## config.mk

```make
export PLATFORM = sky130hd
export DESIGN_NAME = decoder_ctrl
export DESIGN_NICKNAME = d
export VERILOG_FILES = /design/src/rtl/decoder_pkg.sv /design/src/rtl/decoder_ctrl_enable_pipe.sv /design/src/rtl/decoder_ctrl.sv
export SDC_FILE = /design/constraint.sdc
export NUM_CORES = 1
export LEC_CHECK = 0
export ABC_CLOCK_PERIOD_IN_PS = 5400
export BUFFER_PORTS_ARGS = -buffer_cell sky130_fd_sc_hd__buf_4
export CORE_AREA = 5 5 55 105
export CTS_BUF_LIST = sky130_fd_sc_hd__clkbuf_4 sky130_fd_sc_hd__clkbuf_8 sky130_fd_sc_hd__clkbuf_16
export CTS_CLUSTER_DIAMETER = 200
export DETAILED_ROUTE_END_ITERATION = 6
export DIE_AREA = 0 0 60 110
export HOLD_SLACK_MARGIN = 0.15
export PLACE_DENSITY_LB_ADDON = 0.12
export SLEW_MARGIN = 20
export SYNTH_ARGS = -nofsm -noshare
export SYNTH_HDL_FRONTEND = slang
export SYNTH_SLANG_ARGS = --single-unit
```

## constraint.sdc

```tcl
create_clock -name clk -period 5.4 [get_ports clk]
set_input_delay 1.08 -clock clk [delete_from_list [all_inputs] [get_ports clk]]
set_output_delay 1.08 -clock clk [all_outputs]
set_load 0.01 [all_outputs]
```

## src/rtl/decoder_pkg.sv

```systemverilog
// Shared types and constants for the Viterbi decoder control path.
package decoder_pkg;

   localparam logic CODE_RATE_2 = 1'b0;
   localparam logic CODE_RATE_3 = 1'b1;

   localparam int unsigned TB_DEPTH_DEF = 16;
   localparam int unsigned FRAME_W      = 16;
   localparam int unsigned NFRAME_W     = 8;
   localparam int unsigned SYM_W        = 8;
   localparam int unsigned STEP_W       = 8;

   typedef enum logic [2:0] {
      ST_IDLE,
      ST_FETCH,
      ST_ALIGN,
      ST_SLICE,
      ST_DRAIN,
      ST_TB,
      ST_DONE
   } state_e;

endpackage

```

## src/rtl/decoder_ctrl_enable_pipe.sv

```systemverilog
// Two-stage delay line: slicer enable -> branch-metric enable -> ACS enable.
module enable_pipe (
   input  logic clk,
   input  logic rst,
   input  logic en_in,
   output logic en_d1,
   output logic en_d2
);

   logic s1_d, s1_q;
   logic s2_d, s2_q;

   // Next-stage values: each stage copies the one before it
   always_comb begin
      s1_d = en_in;
      s2_d = s1_q;
   end

   // Delay registers, cleared on the same edge as the controller
   always_ff @(posedge clk) begin
      if (!rst) begin
         s1_q <= 1'b0;
         s2_q <= 1'b0;
      end else begin
         s1_q <= s1_d;
         s2_q <= s2_d;
      end
   end

   assign en_d1 = s1_q;
   assign en_d2 = s2_q;

endmodule

```

## src/rtl/decoder_ctrl.sv

```systemverilog
// Decoder job sequencer: fetches frames, drives slicer/BM/ACS enables and
// schedules traceback runs every TB_DEPTH symbols plus a final flush.
module decoder_ctrl
   import decoder_pkg::*;
#(
   parameter int unsigned TB_DEPTH = TB_DEPTH_DEF,
   parameter int unsigned STEPS_R2 = 4,
   parameter int unsigned STEPS_R3 = 2
) (
   input  logic                clk,
   input  logic                rst,
   input  logic                i_start,
   input  logic                i_code_rate,
   input  logic [NFRAME_W-1:0] i_num_frames,
   input  logic                i_frame_valid,
   input  logic [FRAME_W-1:0]  i_data_frame,
   input  logic                i_tb_done,
   output logic                o_frame_req,
   output logic [FRAME_W-1:0]  o_data_frame,
   output logic                o_code_rate,
   output logic                o_slice_rst,
   output logic                en_s,
   output logic                en_bm,
   output logic                en_acs,
   output logic                o_tb_start,
   output logic                o_busy,
   output logic                o_done
);

   localparam logic [STEP_W-1:0] R2_LAST  = STEP_W'(STEPS_R2 - 1);
   localparam logic [STEP_W-1:0] R3_LAST  = STEP_W'(STEPS_R3 - 1);
   localparam logic [SYM_W-1:0]  TB_DEP_S = SYM_W'(TB_DEPTH);
   localparam logic [SYM_W-1:0]  SYM_INC  = SYM_W'(2);

   state_e               state_d, state_q;
   logic [STEP_W-1:0]    step_d, step_q;
   logic [NFRAME_W-1:0]  frames_d, frames_q;
   logic [SYM_W-1:0]     sym_d, sym_q;
   logic [SYM_W-1:0]     sym_sum;
   logic [STEP_W-1:0]    step_last;
   logic                 rate_d, rate_q;
   logic [FRAME_W-1:0]   data_d, data_q;
   logic                 frame_req_d, frame_req_q;
   logic                 slice_rst_d, slice_rst_q;
   logic                 en_s_d, en_s_q;
   logic                 tb_start_d, tb_start_q;
   logic                 busy_d, busy_q;
   logic                 done_d, done_q;

   // Next state, counters and registered output values
   always_comb begin
      state_d    = state_q;
      step_d     = step_q;
      frames_d   = frames_q;
      rate_d     = rate_q;
      data_d     = data_q;
      tb_start_d = 1'b0;
      step_last  = (rate_q == CODE_RATE_3) ? R3_LAST : R2_LAST;
      // running symbol total including the ACS cycle in progress
      sym_sum    = sym_q + (en_acs ? SYM_INC : '0);
      sym_d      = sym_sum;

      case (state_q)
         ST_IDLE: begin
            if (i_start) begin
               rate_d   = i_code_rate;
               frames_d = i_num_frames;
               state_d  = ST_FETCH;
            end
         end
         ST_FETCH: begin
            if (i_frame_valid) begin
               data_d   = i_data_frame;
               frames_d = frames_q - NFRAME_W'(1);
               state_d  = ST_ALIGN;
            end
         end
         ST_ALIGN: begin
            step_d  = '0;
            state_d = ST_SLICE;
         end
         ST_SLICE: begin
            if (step_q == step_last) begin
               step_d  = '0;
               state_d = ST_DRAIN;
            end else begin
               step_d = step_q + STEP_W'(1);
            end
         end
         ST_DRAIN: begin
            if (step_q == STEP_W'(1)) begin
               step_d = '0;
               if (sym_sum >= TB_DEP_S) begin
                  sym_d      = sym_sum - TB_DEP_S;
                  tb_start_d = 1'b1;
                  state_d    = ST_TB;
               end else if (frames_q != '0) begin
                  state_d = ST_FETCH;
               end else if (sym_sum != '0) begin
                  sym_d      = '0;
                  tb_start_d = 1'b1;
                  state_d    = ST_TB;
               end else begin
                  state_d = ST_DONE;
               end
            end else begin
               step_d = step_q + STEP_W'(1);
            end
         end
         ST_TB: begin
            if (i_tb_done) begin
               if (frames_q != '0) begin
                  state_d = ST_FETCH;
               end else if (sym_q != '0) begin
                  sym_d      = (sym_q >= TB_DEP_S) ? (sym_q - TB_DEP_S) : '0;
                  tb_start_d = 1'b1;
                  state_d    = ST_TB;
               end else begin
                  state_d = ST_DONE;
               end
            end
         end
         ST_DONE: begin
            state_d = ST_IDLE;
         end
         default: begin
            state_d = ST_IDLE;
         end
      endcase

      frame_req_d = (state_d == ST_FETCH);
      slice_rst_d = (state_d != ST_ALIGN);
      en_s_d      = (state_d == ST_SLICE);
      busy_d      = (state_d != ST_IDLE);
      done_d      = (state_d == ST_DONE);
   end

   // State, counters and output registers
   always_ff @(posedge clk) begin
      if (!rst) begin
         state_q     <= ST_IDLE;
         step_q      <= '0;
         frames_q    <= '0;
         sym_q       <= '0;
         rate_q      <= 1'b0;
         data_q      <= '0;
         frame_req_q <= 1'b0;
         slice_rst_q <= 1'b1;
         en_s_q      <= 1'b0;
         tb_start_q  <= 1'b0;
         busy_q      <= 1'b0;
         done_q      <= 1'b0;
      end else begin
         state_q     <= state_d;
         step_q      <= step_d;
         frames_q    <= frames_d;
         sym_q       <= sym_d;
         rate_q      <= rate_d;
         data_q      <= data_d;
         frame_req_q <= frame_req_d;
         slice_rst_q <= slice_rst_d;
         en_s_q      <= en_s_d;
         tb_start_q  <= tb_start_d;
         busy_q      <= busy_d;
         done_q      <= done_d;
      end
   end

   enable_pipe u_enable_pipe (
      .clk   (clk),
      .rst   (rst),
      .en_in (en_s_q),
      .en_d1 (en_bm),
      .en_d2 (en_acs)
   );

   assign o_frame_req  = frame_req_q;
   assign o_data_frame = data_q;
   assign o_code_rate  = rate_q;
   assign o_slice_rst  = slice_rst_q;
   assign en_s         = en_s_q;
   assign o_tb_start   = tb_start_q;
   assign o_busy       = busy_q;
   assign o_done       = done_q;

endmodule

```

After elaboration in Yosys (flattened, before gate mapping)

Cells that the tools add are included.

Add/subtract/negate cells: 5
Order comparisons: 2
Equal/unequal tests: 13
Muxes and demuxes: 36
Reductions and logical operators: 10

Operators by type and width:

| cell                                                 | count |
|---|---|
| 2-to-1 mux 8 bit                                     | 12 |
| one-hot mux 8 bit (2 select lines)                   | 2 |
| 2-to-1 mux 3 bit                                     | 8 |
| one-hot mux 8 bit (3 select lines)                   | 1 |
| nonzero test 8 bit                                   | 3 |
| one-hot mux 3 bit (6 select lines)                   | 1 |
| >= comparator 8 x 5 -> 1 bit (second input constant) | 2 |
| subtractor 8 x 5 -> 8 bit (second input constant)    | 2 |
| equality test 3 x 2 -> 1 bit (second input constant) | 3 |
| equality test 3 bit (second input constant)          | 3 |
| adder 8 x 1 -> 8 bit (second input constant)         | 1 |
| adder 8 x 2 -> 8 bit                                 | 1 |
| equality test 8 x 1 -> 1 bit (second input constant) | 1 |
| equality test 8 x 2 -> 1 bit                         | 1 |
| 2-to-1 mux 2 bit                                     | 4 |
| subtractor 8 x 1 -> 8 bit (second input constant)    | 1 |
| 2-to-1 mux 1 bit                                     | 7 |
| equality test 3 x 1 -> 1 bit (second input constant) | 2 |
| nonzero test 3 bit                                   | 2 |
| != test 2 bit (second input constant)                | 2 |
| AND reduction 2 bit                                  | 2 |
| logical NOT 3 bit                                    | 1 |
| != test 3 x 2 -> 1 bit (second input constant)       | 1 |
| AND reduction 3 bit                                  | 1 |
| other kinds (2)                                      | 2 |

Bits in registers: 52

Longest topological paths before layout

Gate-level depths: netlist of run 1.

Word-level depth: 9
Depth in mapped cells: 9
Gate-level depth less buffers: 8

By module

From an unflattened synthesis of run 1, not the netlist that was laid out.

Cell total of the unflattened synthesis: 339
Area, all modules: 2683.8 sq um

Modules (own cells, without submodules):

| module       | instances | cells each | area each (sq um) |
|---|---|---|---|
| decoder_ctrl | 1         | 335        | 2631.3 |
| enable_pipe  | 1         | 4          | 52.6 |

Worst setup path before layout of run 1

OpenSTA, ideal clock, no wires.

Path kind: register -> register
Start point: register u_enable_pipe.s2_q, in the netlist u_enable_pipe.en_d2
End point: register slice_rst_q, in the netlist o_slice_rst
Setup time: 127 ps
Data arrival time: 2230 ps
Data required time: 5273 ps
Setup slack: 3043 ps
Stages on the path, launching flop included: 9
Path buffers: 0
Clock period less this slack: 2357 ps
Path through: dfxtp_1 > ha_1 > ha_1 > xnor2_1 > a31oi_4 > nor4_2 > a221oi_2 > a211o_1 > or3_1

Cells in the longest elaborated chain, start to end: 9

Ends and longest elaborated chain:

| element                                                                              | RTL line                       | text |
|---|---|---|
| start, declared                                                                      | decoder_ctrl_enable_pipe.sv:11 | `logic s2_d, s2_q;` |
| start signal, assigned                                                               | decoder_ctrl_enable_pipe.sv:23 | `s2_q <= 1'b0;` |
| start signal, assigned                                                               | decoder_ctrl_enable_pipe.sv:26 | `s2_q <= s2_d;` |
| 2-to-1 mux 2 bit *                                                                   | decoder_ctrl.sv:60             | `sym_sum = sym_q + (en_acs ? SYM_INC : '0);` |
| adder 8 x 2 -> 8 bit *                                                               | decoder_ctrl.sv:60             |  |
| parallel branches: the longest is 3 deep, another holds >= comparator 8 x 5 -> 1 bit | -                              |  |
| 2-to-1 mux 3 bit *                                                                   | decoder_ctrl.sv:93             | `if (sym_sum >= TB_DEP_S) begin` |
| 2-to-1 mux 3 bit *                                                                   | decoder_ctrl.sv:91             | `if (step_q == STEP_W'(1)) begin` |
| one-hot mux 3 bit (6 select lines) *                                                 | decoder_ctrl.sv:63             | `case (state_q)` |
| != test 3 x 2 -> 1 bit *                                                             | decoder_ctrl.sv:132            | `slice_rst_d = (state_d != ST_ALIGN);` |
| end signal, assigned                                                                 | decoder_ctrl.sv:161            | `slice_rst_q <= slice_rst_d;` |
| end, declared                                                                        | decoder_ctrl.sv:44             | `logic slice_rst_d, slice_rst_q;` |

Mark *: on every way between the ends.
A chain may end at the register's enable or synchronous reset.

Final worst setup path of run 1

Start point: register sym_q[1]
End point: register slice_rst_q, in the netlist o_slice_rst

Cells in the longest elaborated chain, start to end: 8

Ends and longest elaborated chain:

| element                                                                      | RTL line            | text |
|---|---|---|
| start, declared                                                              | decoder_ctrl.sv:38  | `logic [SYM_W-1:0] sym_d, sym_q;` |
| start signal, assigned                                                       | decoder_ctrl.sv:157 | `sym_q <= sym_d;` |
| parallel branches: the longest is 6 deep, another holds adder 8 x 2 -> 8 bit | -                   |  |
| one-hot mux 3 bit (6 select lines) *                                         | decoder_ctrl.sv:63  |  |
| != test 3 x 2 -> 1 bit *                                                     | decoder_ctrl.sv:132 |  |

Marks and branches as above.

==> impl_metrics.csv, run 1 <==
group,metric,value,unit
outcome,status,"complete, no violations",
sta,worstMarginPinSlew,0.889,ns
grt,grt_pass1_vias,2483,
cts,htreeDepth,2,
setup_path,crit_type,"reg -> reg",
cts,tritoncts,"yes",
setup_path,required,5.61,ns
setup_path,cp_max_fo,4,
sta,setup_viol,0,
synth,syn_inst,345,
sta,fin_skew,0.0101,ns
cts,path_clk_slew,0.09,ns
route,wl_per_cell,15.6,µm
sta,max_freq,391,MHz
floorplanning,core_area,0.00486,mm²
job,maxCapViolCount,0,
power,power.leakage,1.38,nW
synth,ys_ff_latch,51,
floorplanning,die_w,60,µm
route,initialDrtViolationCount,112,
route,route.vias.total,2592,
synth,seq_area_frac_synth,36.8,%
layout,design_area,0.00330,mm²
grt,grt_max_degree,52,
sta,rsz0062_at_grt,"false",
route,routed-wl-met2,3870,µm
cts,ctsHoldBuffers,0,
grt,track_usage,22.8,%
synth,ys.flop_type,"dfxtp_1",
grt,overflow,0,
layout,antenna-diode-count,0,
power,ir_worst_vdd,0.292,mV
sta,slew_viol_final,0,
floorplanning,die_h,110,µm
synth,ys_types,53,
sta,setup_slack,2.84,ns
grt,antenna_found_initial,0,
route,routed.top_layer,"met4",
route,drt-met1-wl,2470,µm
synth,synth_warnings,0,
sta,hold_ws,0.468,ns
setup_path,worst_setup_path_start_kind,"register",
placed_design,detailedPlacementHpwl,5320,µm
grt,grt_pass1_wl,11400,µm
power,power_density,251,mW/mm²
setup_path,path_cells,"ha_1 > ha_1 > and2b_1 > nor4_1 > nand3_1 > nor3_1 > o21ai_1 > or3_1",
sta,slew_headroom,39.9,%
setup_path,cpMostUsedCell,"ha_1",
layout,drive_gt1_share,19.9,%
setup_path,cp_slowest_cell,"nor4_1",
floorplanning,initial_core_util,57.0,%
sta,fin_crit_sh,47.3,%
setup_path,max_stage_delay,0.57,ns
route,wl,6970,µm
placed_design,place_area,0.00318,mm²
route,drtAntennaViolNets,0,
sta,finalHoldViolCount,0,
cts,cts_made_buffers,5,
sta,fin_tns_setup,0,ns
cts,ctsResizeCount,0,
synth,async_reset_ff_share,0,%
synth,synth_edf_count,0,
route,viasPerCell,5.79,
route,first_pass_iters,4,
cts,clock_latency,0.31,ns
synth,netlist_area,0.00278,mm²
cts,cts_setup_buffers,0,
placed_design,port_buffers,54,
floorplanning,die-area,0.00660,mm²
route,drc,0,
layout,nets,428,
cts,cts_root_buffer,"clkbuf_8",
cts,clock-sinks,51,
synth,syn_area_per_cell,8.04,µm²
setup_path,arrival,2.76,ns
min_path,hold_path_class,"reg -> reg",
sta,fin_crit,2.56,ns
synth,synth_nets,383,
setup_path,setup.worst_path.end_class,"register",
cts,cts_buffer_depth,2,
floorplanning,io_pins,55,
floorplanning,num_rows,36,
placed_design,dp_slack,2.84,ns
placed_design,gp_congestion,0.915,
layout,syn2layout_area_growth,19.0,%
route,wl_met3,323,µm
==> layout make-up <==
class,instances,area (µm²)
Inverter,14,52.6
Timing Repair Buffer,54,405
Tap cell,57,71.3
Sequential cell,51,1020
Multi-Input combinational cell,264,1630
Fill cell,435,1560
Clock buffer,6,82.6
Clock inverter,2,35.0
==> final timing paths <==
kind / start / depth (start not counted) / slack (ns) / to
setup / recovery: sym_q[1]$_SDFFE_PN0P_ / 8 / 2.84 / o_slice_rst$_SDFF_PN1_
setup reg to reg: sym_q[1]$_SDFFE_PN0P_ / 8 / 2.84 / o_slice_rst$_SDFF_PN1_
hold / removal: o_data_frame[2]$_SDFFE_PN0P_ / 2 / 0.47 / o_data_frame[2]$_SDFFE_PN0P_
hold reg to reg: o_data_frame[2]$_SDFFE_PN0P_ / 2 / 0.47 / o_data_frame[2]$_SDFFE_PN0P_
==> state kept, by name (all words and copies together) (netlist names) <==
| signal | cells |
|---|---|
| en_s | 1 |
| o_frame_req | 1 |
| o_busy | 1 |
| o_data_frame | 16 |
| frames_q | 8 |
| sym_q | 7 |
| state_q | 3 |
| o_tb_start | 1 |
| o_code_rate | 1 |
| step_q | 8 |
| o_slice_rst | 1 |
| u_enable_pipe.en_d2 | 1 |
| u_enable_pipe.en_d1 | 1 |
| o_done | 1 |
==> power breakdown <==
group	internal (W)	switching, W
combinational	0.0000631	0.0000759
clock	0.000150	0.000126
sequential	0.000394	0.0000185
==> metal layers <==
| metal | track usage [%] | vias up |
|---|---|---|
| met5 | 0 | - |
| met4 | 14.6 | 0 |
| met3 | 4.66 | 20 |
| met2 | 40.3 | 66 |
| met1 | 23.2 | 1206 |
| li1 | - | 1300 |
==> through the flow <==
stage | utilization, % | instances | power (W)
after floorplan | - | 345 | 0.000509
after global placement | 65.5 | 440 | 0.000557
after detailed placement | 65.5 | 440 | 0.000560
after CTS | 67.9 | 448 | 0.000837
after global routing | 67.9 | 448 | 0.000869
final | 67.9 | 448 | 0.000828
==> cells in the final DEF, fill, tap and decap left out, types with 8 or more instances in the layout <==
master and n:
a21boi_0 19, a21oi_1 12, buf_4 54, dfxtp_1 51
ha_1 8, inv_1 14, nand2_1 60, nand3_1 9
nor2_1 24, nor2b_1 10, o21ai_0 25
==> Yosys cell counts, drive strengths merged, types with 6 or more instances <==
cell type  instances  area, µm²
nand3              9       45.0
or3b               6       52.6
and3               6       38.8
nand2             60        225
a21oi             13       68.8
and2               7       43.8
o21ai             26        130
nor3               6       30.0
nor4              10        105
nand4              6       37.5
a21boi            21        158
nor2b             10       62.6
clkbuf            11       41.3
inv               14       52.6
nor2              24       90.1
dfxtp             51       1020
ha                 8        100
==> cells by family after synthesis <==
family | share of synthesized area, %
simple gates | 29.8
compound gates | 22.5
flops | 36.8
buf+inv | 4.33
xor+xnor | 2.52
fa+ha+maj | 3.61
mux | 0.361
==> worst max-delay path, delay by kind of cell, from the launching register on <==
family	cells	cell delay, ns
simple gates	5	1.51
flops	1	0.35
fa+ha+maj	2	0.47
compound gates	1	0.13
No activity file was read; power rests on OpenSTA's default activity.
==> run 2: changes to the inputs <==
- ABC_CLOCK_PERIOD_IN_PS: 5400 -> 2600
- CORE_AREA: 5 5 55 105 -> 5 5 57 109
- DIE_AREA: 0 0 60 110 -> 0 0 62 114
- clock period: 5.4 -> 2.6 ns (I/O delays scaled with it)
==> run 2 against run 1 <==
Net effect:
- design area is 1.5% higher
- non-clock buffer count up 6
- count of clock-buffer cells in the layout unchanged
- sequential cell count is the same
- hold slack got worse by 0.019 ns
- via count increased by 0.89%
- fmax grew 2.4%
- sequential power is 110% higher
- critical path depth unchanged
- critical path type unchanged
==> impl_metrics.csv, run 2 (synthesized netlist as in run 1, its figures left out) <==
group,metric,value,unit
power,power.internal,0.00117,W
floorplanning,die_h,114,µm
layout,syn2layout_area_growth,20.7,%
sta,fin_crit,2.50,ns
cts,htreeDepth,2,
route,wl,6840,µm
setup_path,arrival,2.73,ns
power,ir_worst_vdd,0.431,mV
setup_path,setup.worst_path.end_class,"register",
power,power.clock.fraction,30.5,%
layout,antenna-diode-count,0,
sta,slew_viol_final,0,
setup_path,crit_type,"reg -> reg",
grt,grtUsageMet3,3.85,%
route,drtAntennaViolNets,0,
cts,cts_made_buffers,5,
sta,worstMarginPinSlew,0.676,ns
outcome,status,"complete, no violations",
grt,antenna_found_initial,0,
cts,cts_buffer_depth,2,
route,first_pass_iters,4,
grt,grt_most_used_layer,"met2",
power,combPwrFrac,17.8,%
cts,ctsHoldBuffers,0,
sta,setup_slack,0.104,ns
grt,track_usage,21.3,%
layout,final_cell_count_no_fill,457,
layout,nets,434,
sta,rsz0062_at_grt,"false",
grt,overflow,0,
floorplanning,initial_core_util,52.1,%
floorplanning,num_rows,38,
power,seqPwrFrac,51.7,%
placed_design,detailedPlacementHpwl,4950,µm
sta,finalHoldViolCount,0,
power,power_density,493,mW/mm²
floorplanning,core_area,0.00533,mm²
setup_path,cp_max_fo,5,
grt,grt_pass1_wl,11500,µm
route,initialDrtViolationCount,122,
job,maxCapViolCount,0,
cts,clock-sinks,51,
route,wl_per_cell,15.0,µm
cts,path_clk_slew,0.10,ns
cts,tritoncts,"yes",
layout,largest_register_ffs,16,
cts,cts_setup_buffers,0,
floorplanning,io_pins,55,
layout,nFillCells,494,
sta,fin_skew,0.00825,ns
sta,setup_viol,0,
route,route.vias.total,2615,
placed_design,gp_congestion,0.884,
grt,met1_usage,25.6,%
power,swShare,29.2,%
cts,cts_root_buffer,"clkbuf_8",
placed_design,port_buffers,54,
placed_design,dp.cells,449,
setup_path,required,2.83,ns
placed_design,dp_slack,0.0757,ns
sta,max_freq,401,MHz
sta,fin_crit_sh,96.0,%
route,drc,0,
sta,slew_headroom,54.8,%
floorplanning,die-area,0.00707,mm²
floorplanning,die_w,62,µm
sta,fin_tns_setup,0,ns
layout,final_cell_mix,"nand2_1 (60), buf_4 (60), dfxtp_1 (51)",
grt,grt_pass1_vias,2598,
grt,grt_max_degree,52,
setup_path,worst_setup_path_start_kind,"register",
cts,clock_latency,0.32,ns
route,viasPerCell,5.72,
power,total_power,0.00165,W
layout,drive_gt1_share,21.9,%
min_path,hold_path_class,"in -> reg",
sta,hold_ws,0.449,ns
power,power.leakage,1.39,nW
grt,met2_usage,34.5,%
power,p_sw,0.000483,W
run 2: power by group through the flow:
stage                     registers [W]  clock network [W]  logic [W]
after global routing           0.000863           0.000556   0.000332
after floorplan                0.000867                  0   0.000190
after CTS                      0.000855           0.000517   0.000295
after detailed placement       0.000873                  0   0.000293
final                          0.000855           0.000503   0.000294
after global placement         0.000872                  0   0.000284
run 2: cell type report:
cell class	instances	area, µm²	share of cell area, %
timing repair buffer	60	450	13.4
inverter	14	52.6	1.57
tap	60	75.1	2.24
clock inverter	2	16.3	0.485
clock buffer	6	82.6	2.46
sequential	51	1020	30.5
multi-input combinational	264	1650	49.3
run 2: metal layers:
| metal | share of wire (%) | up-vias |
|---|---|---|
| met2 | 53 | 77 |
| met5 | 0 | - |
| met1 | 39 | 1209 |
| met4 | 2.8 | 0 |
| met3 | 5.1 | 18 |
| li1 | - | 1311 |
run 2: critical path: stages (launching register included):
cell and delay (ns):
dfxtp_1 0.41, ha_2 0.23, ha_2 0.21, nand3_1 0.15, nor3_1 0.53, nor2_1 0.22
a41oi_1 0.25, o21ai_0 0.16, nor4_1 0.23
run 2: what timing repair did:
| item | 4_1_cts | 5_1_grt |
|---|---|---|
| gates resized for setup | 0 | 4 |
| endpoints found under the setup margin | 0 | 3 |
| hold endpoints to repair | 0 | 0 |
run 2: path summary, 6_finish.rpt:
check             depth (start not counted)                           from  slack (ns)                       endpoint
setup / recovery                          8          sym_q[1]$_SDFFE_PN0P_        0.10         o_frame_req$_SDFF_PN0_
hold / removal                            3                i_data_frame[1]        0.45   o_data_frame[1]$_SDFFE_PN0P_
setup reg to reg                          8          sym_q[1]$_SDFFE_PN0P_        0.10         o_frame_req$_SDFF_PN0_
hold reg to reg                           2  o_data_frame[12]$_SDFFE_PN0P_        0.47  o_data_frame[12]$_SDFFE_PN0P_
run 2: through the flow:
stage / util, % / instance area [µm²]
floorplan: - / 2780
CTS: 62.6 / 3330
global route: 62.9 / 3350
global placement: 60.7 / 3230
detailed placement: 60.7 / 3230
finish: 62.9 / 3350
